[src/rtl/key_mode_pkg.sv]
// -----------------------------------------------------------------------------
// key_mode_pkg
// Shared constants for the key-driven display-mode controller:
//   - FSM state encoding (IDLE / WAIT2)
//   - default double-click window for a 50 MHz clock (300 ms)
//   - commit-type codes produced by the FSM and consumed by the mode update
// Optional feature macro used by the files of this slice: KEY_MODE_LED_EN
// -----------------------------------------------------------------------------
`timescale 1ns/1ps
package key_mode_pkg;

  // FSM state encoding; kept as plain localparams for legacy-tool friendliness
  localparam logic [0:0] ST_IDLE  = 1'b0;  // no press pending
  localparam logic [0:0] ST_WAIT2 = 1'b1;  // first press seen, waiting for a second

  // 300 ms at 50 MHz
  localparam int DBL_WIN_50M = 15_000_000;

  // What the FSM decided to do with the mode register this cycle
  typedef logic [1:0] cmt_t;
  localparam cmt_t CMT_NONE = 2'd0;  // no commit
  localparam cmt_t CMT_NEXT = 2'd1;  // single click: mode + 1 with wrap
  localparam cmt_t CMT_PREV = 2'd2;  // double click: mode - 1 with wrap
  localparam cmt_t CMT_ZERO = 2'd3;  // key B: back to mode 0

endpackage

[src/rtl/key_mode_ctrl_if.sv]
// -----------------------------------------------------------------------------
// key_mode_ctrl_if
// Bundles the key inputs and mode outputs of key_mode_ctrl.
//   key_a_n  : debounced key A, active-low press pulse   (master -> slave)
//   key_b_n  : debounced key B, active-low press pulse   (master -> slave)
//   mode     : current display mode                      (slave -> master)
//   mode_chg : one-cycle pulse after every mode commit   (slave -> master)
//   led      : one-hot mode indicator, only with KEY_MODE_LED_EN
// Modports: master = key filter side / bench, slave = key_mode_ctrl.
// -----------------------------------------------------------------------------
`timescale 1ns/1ps
interface key_mode_ctrl_if #(
  parameter int MODE_W   = 2
`ifdef KEY_MODE_LED_EN
  , parameter int MODE_NUM = 4
`endif
);

  logic              key_a_n;
  logic              key_b_n;
  logic [MODE_W-1:0] mode;
  logic              mode_chg;

`ifdef KEY_MODE_LED_EN
  logic [MODE_NUM-1:0] led;

  modport master (output key_a_n, key_b_n, input mode, mode_chg, led);
  modport slave  (input key_a_n, key_b_n, output mode, mode_chg, led);
`else
  modport master (output key_a_n, key_b_n, input mode, mode_chg);
  modport slave  (input key_a_n, key_b_n, output mode, mode_chg);
`endif

endinterface

[src/rtl/key_edge_det.sv]
// -----------------------------------------------------------------------------
// key_edge_det
// Turns an active-low key level into a one-cycle press event: ev is high while
// key_n is low and was high on the previous cycle. A key held low yields a
// single event; release produces nothing.
// Ports:
//   clk   : system clock
//   rst   : synchronous reset, active-high (delay flop resets to "released")
//   key_n : debounced key, active-low
//   ev    : press event, combinational from key_n and the delayed copy
// -----------------------------------------------------------------------------
`timescale 1ns/1ps
module key_edge_det (
  input  logic clk,
  input  logic rst,
  input  logic key_n,
  output logic ev
);

  logic r_key_q;

  // Reset to 1 so a key already low when reset releases still counts as a press.
  always_ff @(posedge clk) begin
    if (rst) r_key_q <= 1'b1;
    else     r_key_q <= key_n;
  end

  assign ev = ~key_n & r_key_q;

endmodule

[src/rtl/key_mode_ctrl.sv]
// -----------------------------------------------------------------------------
// key_mode_ctrl
// Converts key press pulses into a display-mode index for the VGA selector.
//   key A single click -> next mode (wraps MODE_NUM-1 -> 0)
//   key A double click -> previous mode (wraps 0 -> MODE_NUM-1)
//   key B              -> mode 0, cancels any pending click
// A double click is a second key A press sampled within DBL_WIN cycles of the
// first; a press on the same edge as the window timeout counts as double.
// Ports:
//   clk : system clock (50 MHz nominal)
//   rst : synchronous reset, active-high, overrides every event
//   bus : key_mode_ctrl_if.slave (key_a_n, key_b_n in; mode, mode_chg, led out)
// Optional feature: KEY_MODE_LED_EN adds the registered one-hot led output.
// -----------------------------------------------------------------------------
`timescale 1ns/1ps
module key_mode_ctrl
  import key_mode_pkg::*;
#(
  parameter int MODE_NUM = 4,
  parameter int MODE_W   = 2,
  parameter int DBL_WIN  = DBL_WIN_50M,
  parameter int CNT_W    = 24
) (
  input  logic           clk,
  input  logic           rst,
  key_mode_ctrl_if.slave bus
);

  localparam logic [MODE_W-1:0] MODE_LAST = MODE_W'(MODE_NUM - 1);
  localparam logic [CNT_W-1:0]  CNT_LAST  = CNT_W'(DBL_WIN - 1);

  logic              w_ev_a;
  logic              w_ev_b;
  logic [0:0]        r_state;
  logic [0:0]        w_state_nxt;
  logic [CNT_W-1:0]  r_win_cnt;
  logic [CNT_W-1:0]  w_cnt_nxt;
  cmt_t              w_cmt;
  logic [MODE_W-1:0] r_mode;
  logic [MODE_W-1:0] w_mode_nxt;
  logic              r_mode_chg;

  key_edge_det u_edge_a (
    .clk   (clk),
    .rst   (rst),
    .key_n (bus.key_a_n),
    .ev    (w_ev_a)
  );

  key_edge_det u_edge_b (
    .clk   (clk),
    .rst   (rst),
    .key_n (bus.key_b_n),
    .ev    (w_ev_b)
  );

  // Next-state / commit decision. Key B is checked first so it also swallows
  // a key A event arriving in the same cycle.
  always_comb begin
    // NOTE: every output gets a default first so no path leaves a value unassigned (no latch).
    w_cmt       = CMT_NONE;
    w_state_nxt = r_state;
    w_cnt_nxt   = r_win_cnt;
    if (w_ev_b) begin
      w_cmt       = CMT_ZERO;
      w_state_nxt = ST_IDLE;
      w_cnt_nxt   = '0;
    end else begin
      case (r_state)
        ST_IDLE: begin
          if (w_ev_a) begin
            w_state_nxt = ST_WAIT2;
            w_cnt_nxt   = '0;
          end
        end
        ST_WAIT2: begin
          if (w_ev_a) begin
            w_cmt       = CMT_PREV;
            w_state_nxt = ST_IDLE;
            w_cnt_nxt   = '0;
          end else if (r_win_cnt == CNT_LAST) begin
            w_cmt       = CMT_NEXT;
            w_state_nxt = ST_IDLE;
            w_cnt_nxt   = '0;
          end else begin
            w_cnt_nxt   = r_win_cnt + 1'b1;
          end
        end
        default: begin
          w_state_nxt = ST_IDLE;
          w_cnt_nxt   = '0;
        end
      endcase
    end
  end

  always_comb begin
    w_mode_nxt = r_mode;
    case (w_cmt)
      CMT_NEXT: w_mode_nxt = (r_mode == MODE_LAST) ? '0 : r_mode + 1'b1;
      CMT_PREV: w_mode_nxt = (r_mode == '0) ? MODE_LAST : r_mode - 1'b1;
      CMT_ZERO: w_mode_nxt = '0;
      default:  w_mode_nxt = r_mode;
    endcase
  end

  always_ff @(posedge clk) begin
    // NOTE: state registers use non-blocking assignments so every flop samples pre-edge values.
    if (rst) begin
      r_state    <= ST_IDLE;
      r_win_cnt  <= '0;
      r_mode     <= '0;
      r_mode_chg <= 1'b0;
    end else begin
      r_state    <= w_state_nxt;
      r_win_cnt  <= w_cnt_nxt;
      r_mode     <= w_mode_nxt;
      // Pulses on every commit, including key B while already in mode 0.
      r_mode_chg <= (w_cmt != CMT_NONE);
    end
  end

  assign bus.mode     = r_mode;
  assign bus.mode_chg = r_mode_chg;

`ifdef KEY_MODE_LED_EN
  logic [MODE_NUM-1:0] r_led;

  // Registered from the next mode so led and mode always change on the same edge.
  always_ff @(posedge clk) begin
    if (rst) r_led <= MODE_NUM'(1);
    else     r_led <= MODE_NUM'(1) << w_mode_nxt;
  end

  assign bus.led = r_led;
`endif

endmodule

[src/flat_wrapper.sv]
// flat-port wrapper written by rule: the top's interface ports become plain ports
module key_mode_ctrl_flat import key_mode_pkg::*;
#(
  parameter int MODE_NUM = 4,
  parameter int MODE_W   = 2,
  parameter int DBL_WIN  = DBL_WIN_50M,
  parameter int CNT_W    = 24
)
  (clk, rst, bus_key_a_n, bus_key_b_n, bus_mode, bus_mode_chg);
  key_mode_ctrl_if #(.MODE_W(MODE_W)) bus_i ();
  input  logic clk;
  input  logic rst;
  input wire logic [$bits(bus_i.key_a_n)-1:0] bus_key_a_n;
  input wire logic [$bits(bus_i.key_b_n)-1:0] bus_key_b_n;
  output wire logic [$bits(bus_i.mode)-1:0] bus_mode;
  output wire logic [$bits(bus_i.mode_chg)-1:0] bus_mode_chg;
  assign bus_i.key_a_n = bus_key_a_n;
  assign bus_i.key_b_n = bus_key_b_n;
  assign bus_mode = bus_i.mode;
  assign bus_mode_chg = bus_i.mode_chg;
  key_mode_ctrl #(.MODE_NUM(MODE_NUM), .MODE_W(MODE_W), .DBL_WIN(DBL_WIN), .CNT_W(CNT_W)) u_core (.clk(clk), .rst(rst), .bus(bus_i));
endmodule
[config.mk]
export PLATFORM = sky130hd
export DESIGN_NAME = key_mode_ctrl_flat
export DESIGN_NICKNAME = d
export VERILOG_FILES = /design/src/rtl/key_mode_pkg.sv /design/src/rtl/key_mode_ctrl_if.sv /design/src/rtl/key_edge_det.sv /design/src/rtl/key_mode_ctrl.sv /design/src/flat_wrapper.sv
export SDC_FILE = /design/constraint.sdc
export NUM_CORES = 1
export LEC_CHECK = 0
export ABC_AREA = 1
export CAP_MARGIN = 20
export CORE_UTILIZATION = 60
export DETAILED_ROUTE_END_ITERATION = 12
export GPL_ROUTABILITY_DRIVEN = 0
export PLACE_DENSITY_LB_ADDON = 0.12
export SYNTH_ARGS = -nofsm -noshare
export SYNTH_HDL_FRONTEND = slang
export SYNTH_HIERARCHICAL = 1
export SYNTH_SLANG_ARGS = --single-unit
[constraint.sdc]
create_clock -name clk -period 2 [get_ports clk]
set_clock_uncertainty 0.1 [all_clocks]
set_input_delay 0.4 -clock clk [delete_from_list [all_inputs] [get_ports clk]]
set_output_delay 0.4 -clock clk [all_outputs]
set_load 0.05 [all_outputs]
# Yosys cells after proc, flatten, opt, wreduce, memory -nomap -nowiden
# Index checks and enable logic that the tools add are counted.
[totals]
input_bits = 4
register_bits = 30
elab_cells = 39
[classes]
eq_ne = 6
n_addsub = 3
n_bitwise = 5
n_mux = 15
reduce_logical = 4
[op_table]
columns = ["operator", "count"]
rows = [
  ["two-way mux 24 bit", 3],
  ["case mux 24 bit (2 select lines)", 1],
  ["adder 24 x 1 -> 24 bit, second input constant", 1],
  ["== test 24 bit, second input constant", 1],
  ["two-way mux 2 bit", 5],
  ["== test 2 bit, second input constant", 3],
  ["case mux 2 bit (3 select lines)", 1],
  ["two-way mux 1 bit", 4],
  ["inverter 1 bit", 3],
  ["nonzero test 3 bit", 1],
  ["adder 2 x 1 -> 2 bit, second input constant", 1],
  ["AND 1 bit", 2],
  ["== test 2 x 1 -> 1 bit, second input constant", 1],
  ["logical NOT 2 bit", 1],
  ["!= test 2 bit, second input constant", 1],
  ["case mux 1 bit (2 select lines)", 1],
  ["nonzero test 2 bit", 1],
  ["OR reduction 2 bit", 1],
  ["subtractor 2 x 1 -> 2 bit, second input constant", 1],
]

# Logic depth before layout (Yosys ltp)
# Gate-level depths: netlist (run 1).
[logic_depth]
word_depth = 7
depth_mapped = 10

# Hierarchy
# Netlist (run 1), hierarchy kept.
[by_module_without_submodules]
columns = ["module", "area_each_um2", "cells_per_inst", "n_inst", "seq_area_each_um2"]
rows = [
  ["key_mode_ctrl", 1886.8, 294, 1, 560.5],
  ["key_edge_det", 38.8, 6, 2, 20.0],
]

# Least setup slack after synthesis (run 1)
# OpenSTA, ideal clock, no wires.
[synth_path]
path_type = "flip-flop to flip-flop"
start = "reg u_core.r_mode[0], in the netlist u_core/bus.mode[0]"
end = "reg u_core.r_mode[1], in the netlist u_core/bus.mode[1]"
arrival_time_ps = 1411
slack_ps = 419
stages_incl_launch_ff = 6
setup_ps = 70
cell_sequence = "dfxtp_1 -> inv_1 -> ha_1 -> o21ai_0 -> nand2_1 -> a21oi_1"
[synth_via]
elab_chain_len = 3
[synth_rtl]
columns = ["element", "line", "rtl"]
rows = [
  ["start: declaration", "key_mode_ctrl.sv:39", "logic [MODE_W-1:0] r_mode;"],
  ["start signal: assignment", "key_mode_ctrl.sv:117", "r_mode <= w_mode_nxt;"],
  ["subtractor 2 x 1 -> 2 bit, or another cell as far along", "key_mode_ctrl.sv:101", "CMT_PREV: w_mode_nxt = (r_mode == '0) ? MODE_LAST : r_mode - 1'b1;"],
  ["two-way mux 2 bit, on equally long branches", "key_mode_ctrl.sv:101, key_mode_ctrl.sv:100", ""],
  ["case mux 2 bit (3 select lines) (*)", "key_mode_ctrl.sv:99", "case (w_cmt)"],
]
# Mark *: on every way between the ends. The rest lies on a longest branch, timed or not.
# A chain may end at the register's enable or synchronous reset.

# Worst setup path after layout (run 1)
[layout_path]
start = "reg u_core.r_win_cnt[0]"
end = "reg u_core.r_win_cnt[18]"
[layout_via]
elab_chain_len = 4
[layout_rtl]
columns = ["element", "line", "rtl"]
rows = [
  ["start: declaration", "key_mode_ctrl.sv:36", "logic [CNT_W-1:0] r_win_cnt;"],
  ["start signal: assignment", "key_mode_ctrl.sv:116", "r_win_cnt <= w_cnt_nxt;"],
  ["adder 24 x 1 -> 24 bit or == test 24 bit (tied branches)", "key_mode_ctrl.sv:86, key_mode_ctrl.sv:81", ""],
  ["two-way mux 24 bit (*)", "key_mode_ctrl.sv:81", "end else if (r_win_cnt == CNT_LAST) begin"],
  ["two-way mux 24 bit (*)", "key_mode_ctrl.sv:77", "if (w_ev_a) begin"],
  ["case mux 24 bit (2 select lines) (*)", "key_mode_ctrl.sv:69", "case (r_state)"],
]
# Marked as above.

==> flow_summary.json, run 1 <==
{
  "routed_via_density": 5.185,
  "hpwl_mm": 3.174,
  "hold_viol": 0,
  "io_buffers": 6,
  "insertion_delay_ns": 0.34,
  "pin_count": 7,
  "ant_nets": 0,
  "slew-limit-headroom_pct": 66.72,
  "synth_warnings": 6,
  "synthArstFlopShare_pct": 0,
  "combPwrFrac_pct": 9.1,
  "r2r_start": "u_core/r_win_cnt[0]",
  "synth_cell_types": 35,
  "grt_max_degree": 15,
  "multi_input_area_mm2": 0.001145,
  "synthesis.instances": 306,
  "diodes": 0,
  "setup_viol": 0,
  "placedInstanceArea_mm2": 0.002079,
  "final_layout_size_suffix_gt1_share_pct": 14.73,
  "n_fill_cell": 282,
  "endpoint": "u_core/r_win_cnt[18]",
  "cts_resized": 0,
  "drc_errors": 0,
  "grt.total_usage_pct": 27.76,
  "postCtsSetupRepairBufs": 0,
  "grt_pass1_vias": 1648,
  "fin_setup_tns_ns": 0,
  "period_minus_slack_ns": 1.728,
  "htreeDepth": 2,
  "cap_violations": 0,
  "clkSinkCount": 30,
  "status": "completed",
  "leakagePower_nw": 0.9143,
  "grt-ovfl-total": 0,
  "power_density_mw_per_mm2": 569.5,
  "cts_tree": "built",
  "rsz0062_at_grt": "no",
  "timing.final.ws_setup_ns": 0.2720,
  "cp.arrival_ns": 1.87,
  "die_area_mm2": 0.003507,
  "routed_wl_mm": 4.237,
  "synth_seq_cells": 30,
  "grt_pass1_wl_mm": 7.196,
  "final_nets": 326,
  "core_area_mm2": 0.003078,
  "cts.clk_slew.worst_paths_ns": 0.10,
  "synth_area_per_cell_um2": 6.420,
  "postSynthNetCount": 313,
  "path_class": "flop to flop",
  "synth_edf_count": 0,
  "synth_area_leader_cell": "dfxtp_1",
  "p_int_mw": 0.9341,
  "start_util_pct": 63.82,
  "peakVddDrop_uv": 539.1,
  "synth_ff_type": "dfxtp_1",
  "wire_per_inst_um": 11.67,
  "numCtsBuffers": 5,
  "clk_path_buf_depth": 2,
  "net-switching-power_mw": 0.2980,
  "clockPowerShare_pct": 41.2,
  "cp.required_ns": 2.14,
  "yosys-top-cells-area": "dfxtp_1 (31%), nand2_1 (18%), inv_1 (8.0%)",
  "p_sw_share_pct": 24.19,
  "ff_latch_area_um2": 600.6,
  "r2r_cells": 7,
  "num_vias": 1882,
  "critPathLaunch": "u_core/r_win_cnt[0]",
  "fin_crit_sh_pct": 86.40,
  "cts_hold_buf": 0,
  "hp-class": "flop to flop",
  "area_growth_pct": 10.13,
  "worstMarginPinSlew_ns": 0.4984,
  "cp-start-kind": "flop",
  "root_buffer": "clkbuf_4",
  "drtIter0Drc": 108,
  "detailedPlace.worstSlack_ns": 0.03294,
  "max_freq_ghz": 0.5787,
  "row_count": 20,
  "cp-end-kind": "flop",
  "syn_area_mm2": 0.001964,
  "drt_pre_antenna_iters": 4,
  "synth_top_area_share_pct": 30.57,
  "r2r_slack_ns": 0.27,
  "antenna_found_initial": 0,
  "hp-start": "u_core/r_win_cnt[14]",
  "pwr-share-seq_pct": 49.7,
  "die_x_um": 59.22,
  "synth-seq-area-share_pct": 30.57,
  "critPathMaxFanout": 5,
  "drv_slew": 0,
  "stdcell_area_mm2": 0.002163,
  "die_h_um": 59.22,
  "r2r-end": "u_core/r_win_cnt[18]"
}
-- power groups by stage --
| stage | logic [mW] | clock network [mW] | registers, mW |
|---|---|---|---|
| 6_report | 0.112 | 0.508 | 0.612 |
| 5_1_grt | 0.124 | 0.544 | 0.614 |
| 4_1_cts | 0.113 | 0.524 | 0.612 |
| 3_5_place_dp | 0.112 | 0 | 0.626 |
| 3_3_place_gp | 0.112 | 0 | 0.626 |
| 2_1_floorplan | 0.0639 | 0 | 0.635 |
-- stage by stage --
step	cells	util [%]	hold WS [ns]	total power [mW]
3_3_place_gp	356	67.56	0.3751	0.7373
2_1_floorplan	306	-	0.3529	0.6990
5_1_grt	363	70.28	0.4119	1.282
3_5_place_dp	356	67.56	0.3761	0.7381
6_report	363	70.28	0.3866	1.232
4_1_cts	363	70.20	0.3900	1.248
-- cells by family (layout without fill, tap and decap cells) --
| group | Yosys count | in the layout | synth area share (%) |
|---|---|---|---|
| AOI/OAI and AO/OA | 45 | 45 | 13.76 |
| xor gates and xnor gates | 3 | 3 | 1.338 |
| adders and majority gates | 3 | 3 | 1.911 |
| buffers and inverters | 52 | 65 | 11.15 |
| DFF | 30 | 30 | 30.57 |
| and+or+nand+nor | 173 | 173 | 41.27 |
-- worst max-delay path: stages (launching register included) --
cell and delay (ns):
dfxtp_1 0.39, ha_1 0.22, nand3_2 0.15, nor2_2 0.25
nand4_1 0.18, nor2_1 0.13, nor2_1 0.05, o21a_1 0.16
-- layer usage --
layer,wire length (um),track usage [%],part of all wire (%)
met4,100,14.63,2.4
met1,2001,34.96,47
met2,1913,44.94,45
met3,222,5.022,5.2
met5,0,0,0
-- final cells by class --
cell class / count / share of cell area, %
Clock buffer: 6 / 2.371
Clock inverter: 1 / 1.388
Inverter: 45 / 7.924
Multi-Input combinational cell: 224 / 52.92
Sequential cell: 30 / 27.76
Tap cell: 44 / 2.545
Timing Repair Buffer: 13 / 5.090
-- worst min-delay path by stage --
stage               slack, ns  cells after the start                    to
detailed placement       0.38                      2  u_core/r_win_cnt[14]
global route             0.41                      2  u_core/r_win_cnt[14]
global placement         0.38                      2  u_core/r_win_cnt[14]
floorplan                0.35                      2  u_core/r_win_cnt[14]
CTS                      0.39                      2  u_core/r_win_cnt[14]
finish                   0.39                      2  u_core/r_win_cnt[14]
-- cell usage after synthesis (2+ instances only) --
cell type / count
nand2_1: 92
inv_1: 42
nor2_1: 34
dfxtp_1: 30
a21oi_1: 24
nand4_1: 13
nand3_1: 10
o21ai_0: 8
a21oi_2: 5
nand2_2: 5
nand3_2: 4
nor2_2: 4
buf_4: 3
ha_1: 3
nand2_4: 3
nor3_1: 3
buf_2: 2
inv_2: 2
o21bai_2: 2
xor2_1: 2
-- registers in the layout (all words and copies together), names as in the netlist --
name / count
u_core/u_edge_b/r_key_q: 1
u_core/r_state: 1
u_core/r_win_cnt: 24
u_core/bus.mode_chg: 1
u_core/u_edge_a/r_key_q: 1
u_core/bus.mode: 2
-- cells in the final DEF (no fill, tap or decap), drive strengths merged, types with 2 or more instances in the layout --
master / netlist / routed
o21bai: 2 / 2
buf: 6 / 9
nor2: 40 / 40
a21oi: 29 / 29
dfxtp: 30 / 30
nand3: 14 / 14
o21ai: 10 / 10
nand2: 100 / 100
ha: 3 / 3
xor2: 2 / 2
clkdlybuf4s50: 0 / 3
inv: 45 / 45
clkbuf: 1 / 6
nor3: 4 / 4
nand4: 13 / 13
(Power assumes the default switching activity.)
==> inputs of run 2 (changes only) <==
--- a/config.mk
+++ b/config.mk
@@ -11,6 +11,7 @@
 export DETAILED_ROUTE_END_ITERATION = 12
 export GPL_ROUTABILITY_DRIVEN = 0
 export PLACE_DENSITY_LB_ADDON = 0.12
+export SKIP_CTS_REPAIR_TIMING = 1
 export SYNTH_ARGS = -nofsm -noshare
 export SYNTH_HDL_FRONTEND = slang
 export SYNTH_HIERARCHICAL = 1
==> results of run 2 <==
Final layout, timing and power as in run 1 (identical DEF).
==> inputs of run 3 (changes only) <==
--- a/config.mk
+++ b/config.mk
@@ -11,7 +11,6 @@
 export DETAILED_ROUTE_END_ITERATION = 12
 export GPL_ROUTABILITY_DRIVEN = 0
 export PLACE_DENSITY_LB_ADDON = 0.12
-export SKIP_CTS_REPAIR_TIMING = 1
 export SYNTH_ARGS = -nofsm -noshare
 export SYNTH_HDL_FRONTEND = slang
 export SYNTH_HIERARCHICAL = 1
==> results of run 3 <==
Final layout, timing and power as in run 1 (identical DEF).
